<file path="src/rtl/pipeline_ctrl_if.sv">
// Control bundle between the pipeline sequencer and the core: stall requests,
// redirect sources, and the freeze/flush/branch controls driven back to PC and stages.
interface pipeline_ctrl_if #(
   parameter int unsigned ADDR_WIDTH = 32
);
   logic                  pause_req_if;
   logic                  pause_req_id;
   logic                  pause_req_ex;
   logic                  pause_req_mem;
   logic                  branch_i;
   logic [ADDR_WIDTH-1:0] branch_target_i;
   logic                  exception_i;
   logic [ADDR_WIDTH-1:0] exception_pc_i;
   logic                  ertn_i;
   logic [ADDR_WIDTH-1:0] era_i;
   logic                  idle_i;
   logic                  interrupt_i;
   logic [5:0]            pause_o;
   logic                  flush_o;
   logic [ADDR_WIDTH-1:0] exception_handle_pc_o;
   logic                  is_branch_o;
   logic [ADDR_WIDTH-1:0] branch_target_addr_o;

   modport master (
      output pause_req_if, pause_req_id, pause_req_ex, pause_req_mem,
      output branch_i, branch_target_i, exception_i, exception_pc_i,
      output ertn_i, era_i, idle_i, interrupt_i,
      input  pause_o, flush_o, exception_handle_pc_o, is_branch_o, branch_target_addr_o
   );

   modport slave (
      input  pause_req_if, pause_req_id, pause_req_ex, pause_req_mem,
      input  branch_i, branch_target_i, exception_i, exception_pc_i,
      input  ertn_i, era_i, idle_i, interrupt_i,
      output pause_o, flush_o, exception_handle_pc_o, is_branch_o, branch_target_addr_o
   );
endinterface

</file>
<file path="src/rtl/pipeline_ctrl.sv">
// Six-stage pipeline sequencer: stall merge, redirect arbitration, branch buffering, IDLE.
// Optional performance counters are built when CTRL_PERF_CNT_EN is defined.
module pipeline_ctrl #(
   parameter int unsigned ADDR_WIDTH   = 32,
   parameter int unsigned FLUSH_CYCLES = 1
) (
   input  logic                 clk,
   input  logic                 rst,
   pipeline_ctrl_if.slave       ctrl,
   output logic [31:0]          perf_stall_cycles_o,
   output logic [31:0]          perf_flush_cnt_o
);

   typedef enum logic [1:0] {StRun, StFlush, StIdle} state_e;

   localparam logic [1:0] FlushLast = 2'(FLUSH_CYCLES - 1);

   state_e                state_q, state_d;
   logic [1:0]            flush_cnt_q, flush_cnt_d;
   logic [ADDR_WIDTH-1:0] target_q, target_d;
   logic                  pend_q, pend_d;
   logic [ADDR_WIDTH-1:0] pend_tgt_q, pend_tgt_d;

   logic [5:0]            stall_vec;
   logic [5:0]            pause;
   logic                  redirect;
   logic [ADDR_WIDTH-1:0] redirect_tgt;
   logic                  is_branch;
   logic [ADDR_WIDTH-1:0] branch_tgt;

   // Highest requesting stage freezes itself and everything upstream of it.
   always_comb begin
      stall_vec = 6'b000000;
      if (ctrl.pause_req_mem)     stall_vec = 6'b011111;
      else if (ctrl.pause_req_ex) stall_vec = 6'b001111;
      else if (ctrl.pause_req_id) stall_vec = 6'b000111;
      else if (ctrl.pause_req_if) stall_vec = 6'b000011;
   end

   assign redirect     = ctrl.exception_i | ctrl.ertn_i;
   assign redirect_tgt = ctrl.exception_i ? ctrl.exception_pc_i : ctrl.era_i;

   always_comb begin
      pause = 6'b000000;
      unique case (state_q)
         StRun:   pause = stall_vec;
         StIdle:  pause = 6'b000111 | stall_vec;
         StFlush: pause = 6'b000000;
         default: pause = 6'b000000;
      endcase
   end

   always_comb begin
      state_d     = state_q;
      flush_cnt_d = flush_cnt_q;
      target_d    = target_q;
      pend_d      = pend_q;
      pend_tgt_d  = pend_tgt_q;
      is_branch   = 1'b0;
      branch_tgt  = '0;

      if (redirect) begin
         // A redirect restarts the flush window from any state and kills any buffered branch.
         state_d     = StFlush;
         flush_cnt_d = FlushLast;
         target_d    = redirect_tgt;
         pend_d      = 1'b0;
      end else begin
         unique case (state_q)
            StRun: begin
               if (ctrl.idle_i) state_d = StIdle;
               if (pend_q) begin
                  // The older buffered branch wins; any new branch_i is wrong-path.
                  if (!pause[0]) begin
                     is_branch  = 1'b1;
                     branch_tgt = pend_tgt_q;
                     pend_d     = 1'b0;
                  end
               end else if (ctrl.branch_i) begin
                  if (!pause[0]) begin
                     is_branch  = 1'b1;
                     branch_tgt = ctrl.branch_target_i;
                  end else begin
                     pend_d     = 1'b1;
                     pend_tgt_d = ctrl.branch_target_i;
                  end
               end
            end
            StIdle: begin
               if (ctrl.interrupt_i) state_d = StRun;
            end
            StFlush: begin
               if (flush_cnt_q == 2'd0) state_d = StRun;
               else flush_cnt_d = flush_cnt_q - 2'd1;
            end
            default: state_d = StRun;
         endcase
      end
   end

   always_ff @(posedge clk) begin
      if (rst) begin
         state_q     <= StRun;
         flush_cnt_q <= 2'd0;
         target_q    <= '0;
         pend_q      <= 1'b0;
         pend_tgt_q  <= '0;
      end else begin
         state_q     <= state_d;
         flush_cnt_q <= flush_cnt_d;
         target_q    <= target_d;
         pend_q      <= pend_d;
         pend_tgt_q  <= pend_tgt_d;
      end
   end

   // Outputs are forced low while reset is held, even though the stall merge is combinational.
   always_comb begin
      ctrl.pause_o               = rst ? 6'b000000 : pause;
      ctrl.flush_o               = !rst && (state_q == StFlush);
      ctrl.exception_handle_pc_o = (!rst && state_q == StFlush) ? target_q : '0;
      ctrl.is_branch_o           = !rst && is_branch;
      ctrl.branch_target_addr_o  = (!rst && is_branch) ? branch_tgt : '0;
   end

`ifdef CTRL_PERF_CNT_EN
   logic [31:0] perf_stall_q, perf_flush_q;

   always_ff @(posedge clk) begin
      if (rst) begin
         perf_stall_q <= 32'd0;
         perf_flush_q <= 32'd0;
      end else begin
         if (ctrl.pause_o[0]) perf_stall_q <= perf_stall_q + 32'd1;
         if (redirect)        perf_flush_q <= perf_flush_q + 32'd1;
      end
   end

   assign perf_stall_cycles_o = perf_stall_q;
   assign perf_flush_cnt_o    = perf_flush_q;
`else
   assign perf_stall_cycles_o = 32'd0;
   assign perf_flush_cnt_o    = 32'd0;
`endif

endmodule

</file>
<file path="src/flat_wrapper.sv">
// flat-port wrapper written by rule: the top's interface ports become plain ports
module pipeline_ctrl_flat 
#(
   parameter int unsigned ADDR_WIDTH   = 32,
   parameter int unsigned FLUSH_CYCLES = 1
)
  (clk, rst, perf_stall_cycles_o, perf_flush_cnt_o, ctrl_pause_req_if, ctrl_pause_req_id, ctrl_pause_req_ex, ctrl_pause_req_mem, ctrl_branch_i, ctrl_branch_target_i, ctrl_exception_i, ctrl_exception_pc_i, ctrl_ertn_i, ctrl_era_i, ctrl_idle_i, ctrl_interrupt_i, ctrl_pause_o, ctrl_flush_o, ctrl_exception_handle_pc_o, ctrl_is_branch_o, ctrl_branch_target_addr_o);
  pipeline_ctrl_if #(.ADDR_WIDTH(ADDR_WIDTH)) ctrl_i ();
  input  logic clk;
  input  logic rst;
  output logic [31:0] perf_stall_cycles_o;
  output logic [31:0] perf_flush_cnt_o;
  input wire logic [$bits(ctrl_i.pause_req_if)-1:0] ctrl_pause_req_if;
  input wire logic [$bits(ctrl_i.pause_req_id)-1:0] ctrl_pause_req_id;
  input wire logic [$bits(ctrl_i.pause_req_ex)-1:0] ctrl_pause_req_ex;
  input wire logic [$bits(ctrl_i.pause_req_mem)-1:0] ctrl_pause_req_mem;
  input wire logic [$bits(ctrl_i.branch_i)-1:0] ctrl_branch_i;
  input wire logic [$bits(ctrl_i.branch_target_i)-1:0] ctrl_branch_target_i;
  input wire logic [$bits(ctrl_i.exception_i)-1:0] ctrl_exception_i;
  input wire logic [$bits(ctrl_i.exception_pc_i)-1:0] ctrl_exception_pc_i;
  input wire logic [$bits(ctrl_i.ertn_i)-1:0] ctrl_ertn_i;
  input wire logic [$bits(ctrl_i.era_i)-1:0] ctrl_era_i;
  input wire logic [$bits(ctrl_i.idle_i)-1:0] ctrl_idle_i;
  input wire logic [$bits(ctrl_i.interrupt_i)-1:0] ctrl_interrupt_i;
  output wire logic [$bits(ctrl_i.pause_o)-1:0] ctrl_pause_o;
  output wire logic [$bits(ctrl_i.flush_o)-1:0] ctrl_flush_o;
  output wire logic [$bits(ctrl_i.exception_handle_pc_o)-1:0] ctrl_exception_handle_pc_o;
  output wire logic [$bits(ctrl_i.is_branch_o)-1:0] ctrl_is_branch_o;
  output wire logic [$bits(ctrl_i.branch_target_addr_o)-1:0] ctrl_branch_target_addr_o;
  assign ctrl_i.pause_req_if = ctrl_pause_req_if;
  assign ctrl_i.pause_req_id = ctrl_pause_req_id;
  assign ctrl_i.pause_req_ex = ctrl_pause_req_ex;
  assign ctrl_i.pause_req_mem = ctrl_pause_req_mem;
  assign ctrl_i.branch_i = ctrl_branch_i;
  assign ctrl_i.branch_target_i = ctrl_branch_target_i;
  assign ctrl_i.exception_i = ctrl_exception_i;
  assign ctrl_i.exception_pc_i = ctrl_exception_pc_i;
  assign ctrl_i.ertn_i = ctrl_ertn_i;
  assign ctrl_i.era_i = ctrl_era_i;
  assign ctrl_i.idle_i = ctrl_idle_i;
  assign ctrl_i.interrupt_i = ctrl_interrupt_i;
  assign ctrl_pause_o = ctrl_i.pause_o;
  assign ctrl_flush_o = ctrl_i.flush_o;
  assign ctrl_exception_handle_pc_o = ctrl_i.exception_handle_pc_o;
  assign ctrl_is_branch_o = ctrl_i.is_branch_o;
  assign ctrl_branch_target_addr_o = ctrl_i.branch_target_addr_o;
  pipeline_ctrl #(.ADDR_WIDTH(ADDR_WIDTH), .FLUSH_CYCLES(FLUSH_CYCLES)) u_core (.clk(clk), .rst(rst), .ctrl(ctrl_i), .perf_stall_cycles_o(perf_stall_cycles_o), .perf_flush_cnt_o(perf_flush_cnt_o));
endmodule
</file>
<file path="config.mk">
export PLATFORM = sky130hd
export DESIGN_NAME = pipeline_ctrl_flat
export DESIGN_NICKNAME = d
export VERILOG_FILES = /design/src/rtl/pipeline_ctrl_if.sv /design/src/rtl/pipeline_ctrl.sv /design/src/flat_wrapper.sv
export SDC_FILE = /design/constraint.sdc
export NUM_CORES = 1
export LEC_CHECK = 0
export CORE_UTILIZATION = 44
export DETAILED_ROUTE_END_ITERATION = 8
export PLACE_DENSITY = 0.87
export SYNTH_ARGS = -nofsm -noshare
export SYNTH_HDL_FRONTEND = slang
export SYNTH_SLANG_ARGS = --single-unit
</file>
<file path="constraint.sdc">
create_clock -name clk -period 6.1 [get_ports clk]
set_input_delay 0.915 -clock clk [delete_from_list [all_inputs] [get_ports clk]]
set_output_delay 0.915 -clock clk [all_outputs]
set_load 0.01 [all_outputs]
</file>
==> impl_metrics.yaml <==
power_and_ir_drop:
  p_sw_share_pct: 26.2
  seq_power_share_pct: 44.0
  p_comb_share_pct: 22.0
  cell_internal_pwr_w: 0.000814
  power_w: 0.00110
  p_sw_w: 0.000289
  leakage_nw: 2.42
  peakVddDrop_uv: 94.8
  p_per_area_nw_per_um2: 169
  clkPwrFrac_pct: 34.0
floorplanning:
  die_area_um2: 11300
  rows: 37
  core-area_um2: 10500
  initial_core_util_pct: 45.9
  io_pins: 243
  die_w_um: 106
  fp.dieH_um: 106
synthesis:
  synth_top_family_by_area: "simple AND/OR/NAND/NOR gates"
  synth_area_um2: 4800
  synth_simple_gate_area_share_pct: 27.4
  synth-compound-area-share_pct: 7.41
  synthArstFlopShare_pct: 0
  synthTopCellsByArea: "dfxtp_1 29%, mux2i_1 13%, buf_4 11%"
  synth-xor-area-share_pct: 0.183
  synth_cell_types: 32
  synthAdderAreaFrac_pct: 0.261
  ys.flop_type: "dfxtp_1"
  synthCells: 535
  avgSynthCellArea_um2: 8.97
  ys_ff_latch: 69
  synth_common_cells: "69 x dfxtp_1, 68 x buf_4, 64 x mux2i_1, 64 x nand2b_1, 40 x nor2_1"
  synth_edf_count: 0
  yosysSeqAreaShare_pct: 28.8
  synth_most_common_cell: "dfxtp_1"
  yosysWarnings: 0
  yosys.area.top_type_share_pct: 28.8
  muxShareOfSynthArea_pct: 20.9
  yosysTopAreaCell: "dfxtp_1"
placed_design:
  place_area_um2: 6350
  hpwl_mm: 8.91
  place_inst: 808
  pre_cts_ws_ns: 1.30
  gp_congestion: 0.758
  port_buffers: 177
sta:
  rsz0062_at_grt: "no"
  setup_ws_ns: 1.28
  setup_violations: 0
  min_period_ns: 4.82
  finalCritPeriodShare_pct: 79.1
  relSlewSlack_pct: 23.8
  final-max-slew-violation-count: 0
  hold_violations: 0
  finClkSkew_ns: 0.0141
  timing.fmax_mhz: 207
  tightest_slew_ns: 1.14
  fin_tns_setup_ns: 0
layout:
  seq_area_um2: 1380
  fin_nets: 791
  area_delta_synth_final_pct: 36.3
  fin_area_um2: 6540
  final_cells: 823
  antenna_cells: 0
  drive_gt1_share_pct: 13.4
  multi_input_area_um2: 2970
  fill_cells: 885
clocking:
  clock_latency_ns: 0.33
  path_clk_slew_ns: 0.07
  clockBufferDepth: 2
  holdBufCountCts: 0
  numCtsBuffers: 9
  cts_root_buf: "clkbuf_8"
  postCtsResizedCells: 0
  cts_htree_levels: 3
  cts_sinks: 69
  cts_setup_buffers: 0
  cts_tree: "yes"
hold_path:
  hold_class: "flip-flop to flip-flop"
worst_setup_path:
  ff2ff_path_depth: 3
  critPathArrivalTime_ns: 3.91
  crit_end: "ctrl_branch_target_addr_o[1]"
  path_depth: 5
  setup.worst_path.start: "ctrl_branch_i"
  cpMaxStageDelayCell: "or4_2"
  start_kind: "input port"
  cpLargestDelayFamily: "buffers and inverters"
  cpMostUsedCell: "clkdlybuf4s50_1"
  r2r_slack_ns: 3.23
  path_class: "input port to primary output"
  crit_fanout: 33
  worstPathRequired_ns: 5.18
  reg2reg_to: "u_core.pend_tgt_q[21]"
  critPathBufInv: 2
  critPathCaptureType: "primary output"
  cp_slowest_stage_delay_ns: 1.10
  path_cells: "clkdlybuf4s50_1, nor2_1, or4_2, a211oi_1, clkdlybuf4s50_1"
  rr_startpoint: "u_core.state_q[1]"
detailed_routing:
  dr.pass1.iters: 4
  wire_per_inst_um: 15.2
  drt_iter0_markers: 196
  viasPerCell: 5.05
  num_vias: 4155
  ant_nets: 0
  routed_wirelength_mm: 12.5
  drcViolationCount: 0
global_routing:
  grt_pass1_wl_mm: 19.4
  grt_usage_pct: 21.5
  grt-ovfl-total: 0
  first_global_vias: 4034
  grt_start_max_net_pins: 103
  grt_antenna_before_repair: 0
run_status:
  status: "finished, final reports clean"
run:
  max_cap_viol_count: 0
[tightest hold or removal path, stage by stage (launching register included)]
cell      delay, ns
dfxtp_1        0.32
nand2b_1       0.06
mux2i_1        0.05
[metrics by stage]
| step | hold slack [ns] | utilization (%) |
|---|---|---|
| after global placement | 0.459 | 60.7 |
| after global routing | 0.497 | 62.5 |
| after CTS | 0.477 | 62.5 |
| final | 0.474 | 62.5 |
| after floorplan | 0.449 | - |
| after detailed placement | 0.464 | 60.7 |
[flip-flops by register name (all words and copies together) (netlist names)]
name / count
u_core.flush_cnt_q: 2
u_core.pend_q: 1
u_core.pend_tgt_q: 32
u_core.state_q: 2
u_core.target_q: 32
[how the worst min path moves through the flow]
stage	from	to	slack [ns]	depth (start not counted)
2_1_floorplan	u_core.pend_tgt_q[0]	u_core.pend_tgt_q[0]	0.45	2
3_3_place_gp	u_core.pend_tgt_q[15]	u_core.pend_tgt_q[15]	0.46	2
6_report	u_core.pend_tgt_q[12]	u_core.pend_tgt_q[12]	0.47	2
3_5_place_dp	u_core.pend_tgt_q[12]	u_core.pend_tgt_q[12]	0.46	2
4_1_cts	u_core.pend_tgt_q[12]	u_core.pend_tgt_q[12]	0.48	2
5_1_grt	u_core.pend_tgt_q[16]	u_core.pend_tgt_q[16]	0.50	2
[metal layers]
metal / wire (um) / part of all wire, % / global-route usage (%)
met1: 5090 / 41 / 25.2
met5: 0 / 0 / 0
met3: 1150 / 9.2 / 6.81
met2: 6180 / 49 / 37.4
met4: 108 / 0.86 / 6.16
[area by class of cell]
class	instances	area share, %
well taps	136	2.60
inverters	3	0.172
clock buffers	14	2.49
repair buffers	185	27.8
flip-flops and latches	69	21.1
multi-input cells	415	45.4
clock inverters	1	0.459
[kinds of logic after synthesis]
kind of cell             Yosys count
adder cells (fa/ha/maj)            1
other                              1
AO/OA/AOI/OAI                     40
multiplexers                      96
buffers and inverters            115
XOR/XNOR                           1
AND/OR/NAND/NOR                  212
flip-flops                        69
[cells in the final DEF, fill, tap and decap left out, drive strengths merged, types with 20 or more instances in the layout]
| master | count |
|---|---|
| dfxtp | 69 |
| conb | 65 |
| nand2b | 64 |
| clkdlybuf4s50 | 174 |
| nor2 | 40 |
| and2 | 32 |
| mux2i | 64 |
| a211oi | 22 |
| nand3b | 20 |
| nand3 | 20 |
| mux2 | 32 |
[power groups by stage]
stage	Clock, W	Sequential [W]	Combinational (W)
6_report	0.000375	0.000486	0.000242
5_1_grt	0.000407	0.000488	0.000262
4_1_cts	0.000387	0.000485	0.000242
3_5_place_dp	0	0.000495	0.000241
3_3_place_gp	0	0.000494	0.000234
2_1_floorplan	0	0.000489	0.000166
No activity file was read; power rests on OpenSTA's default activity.
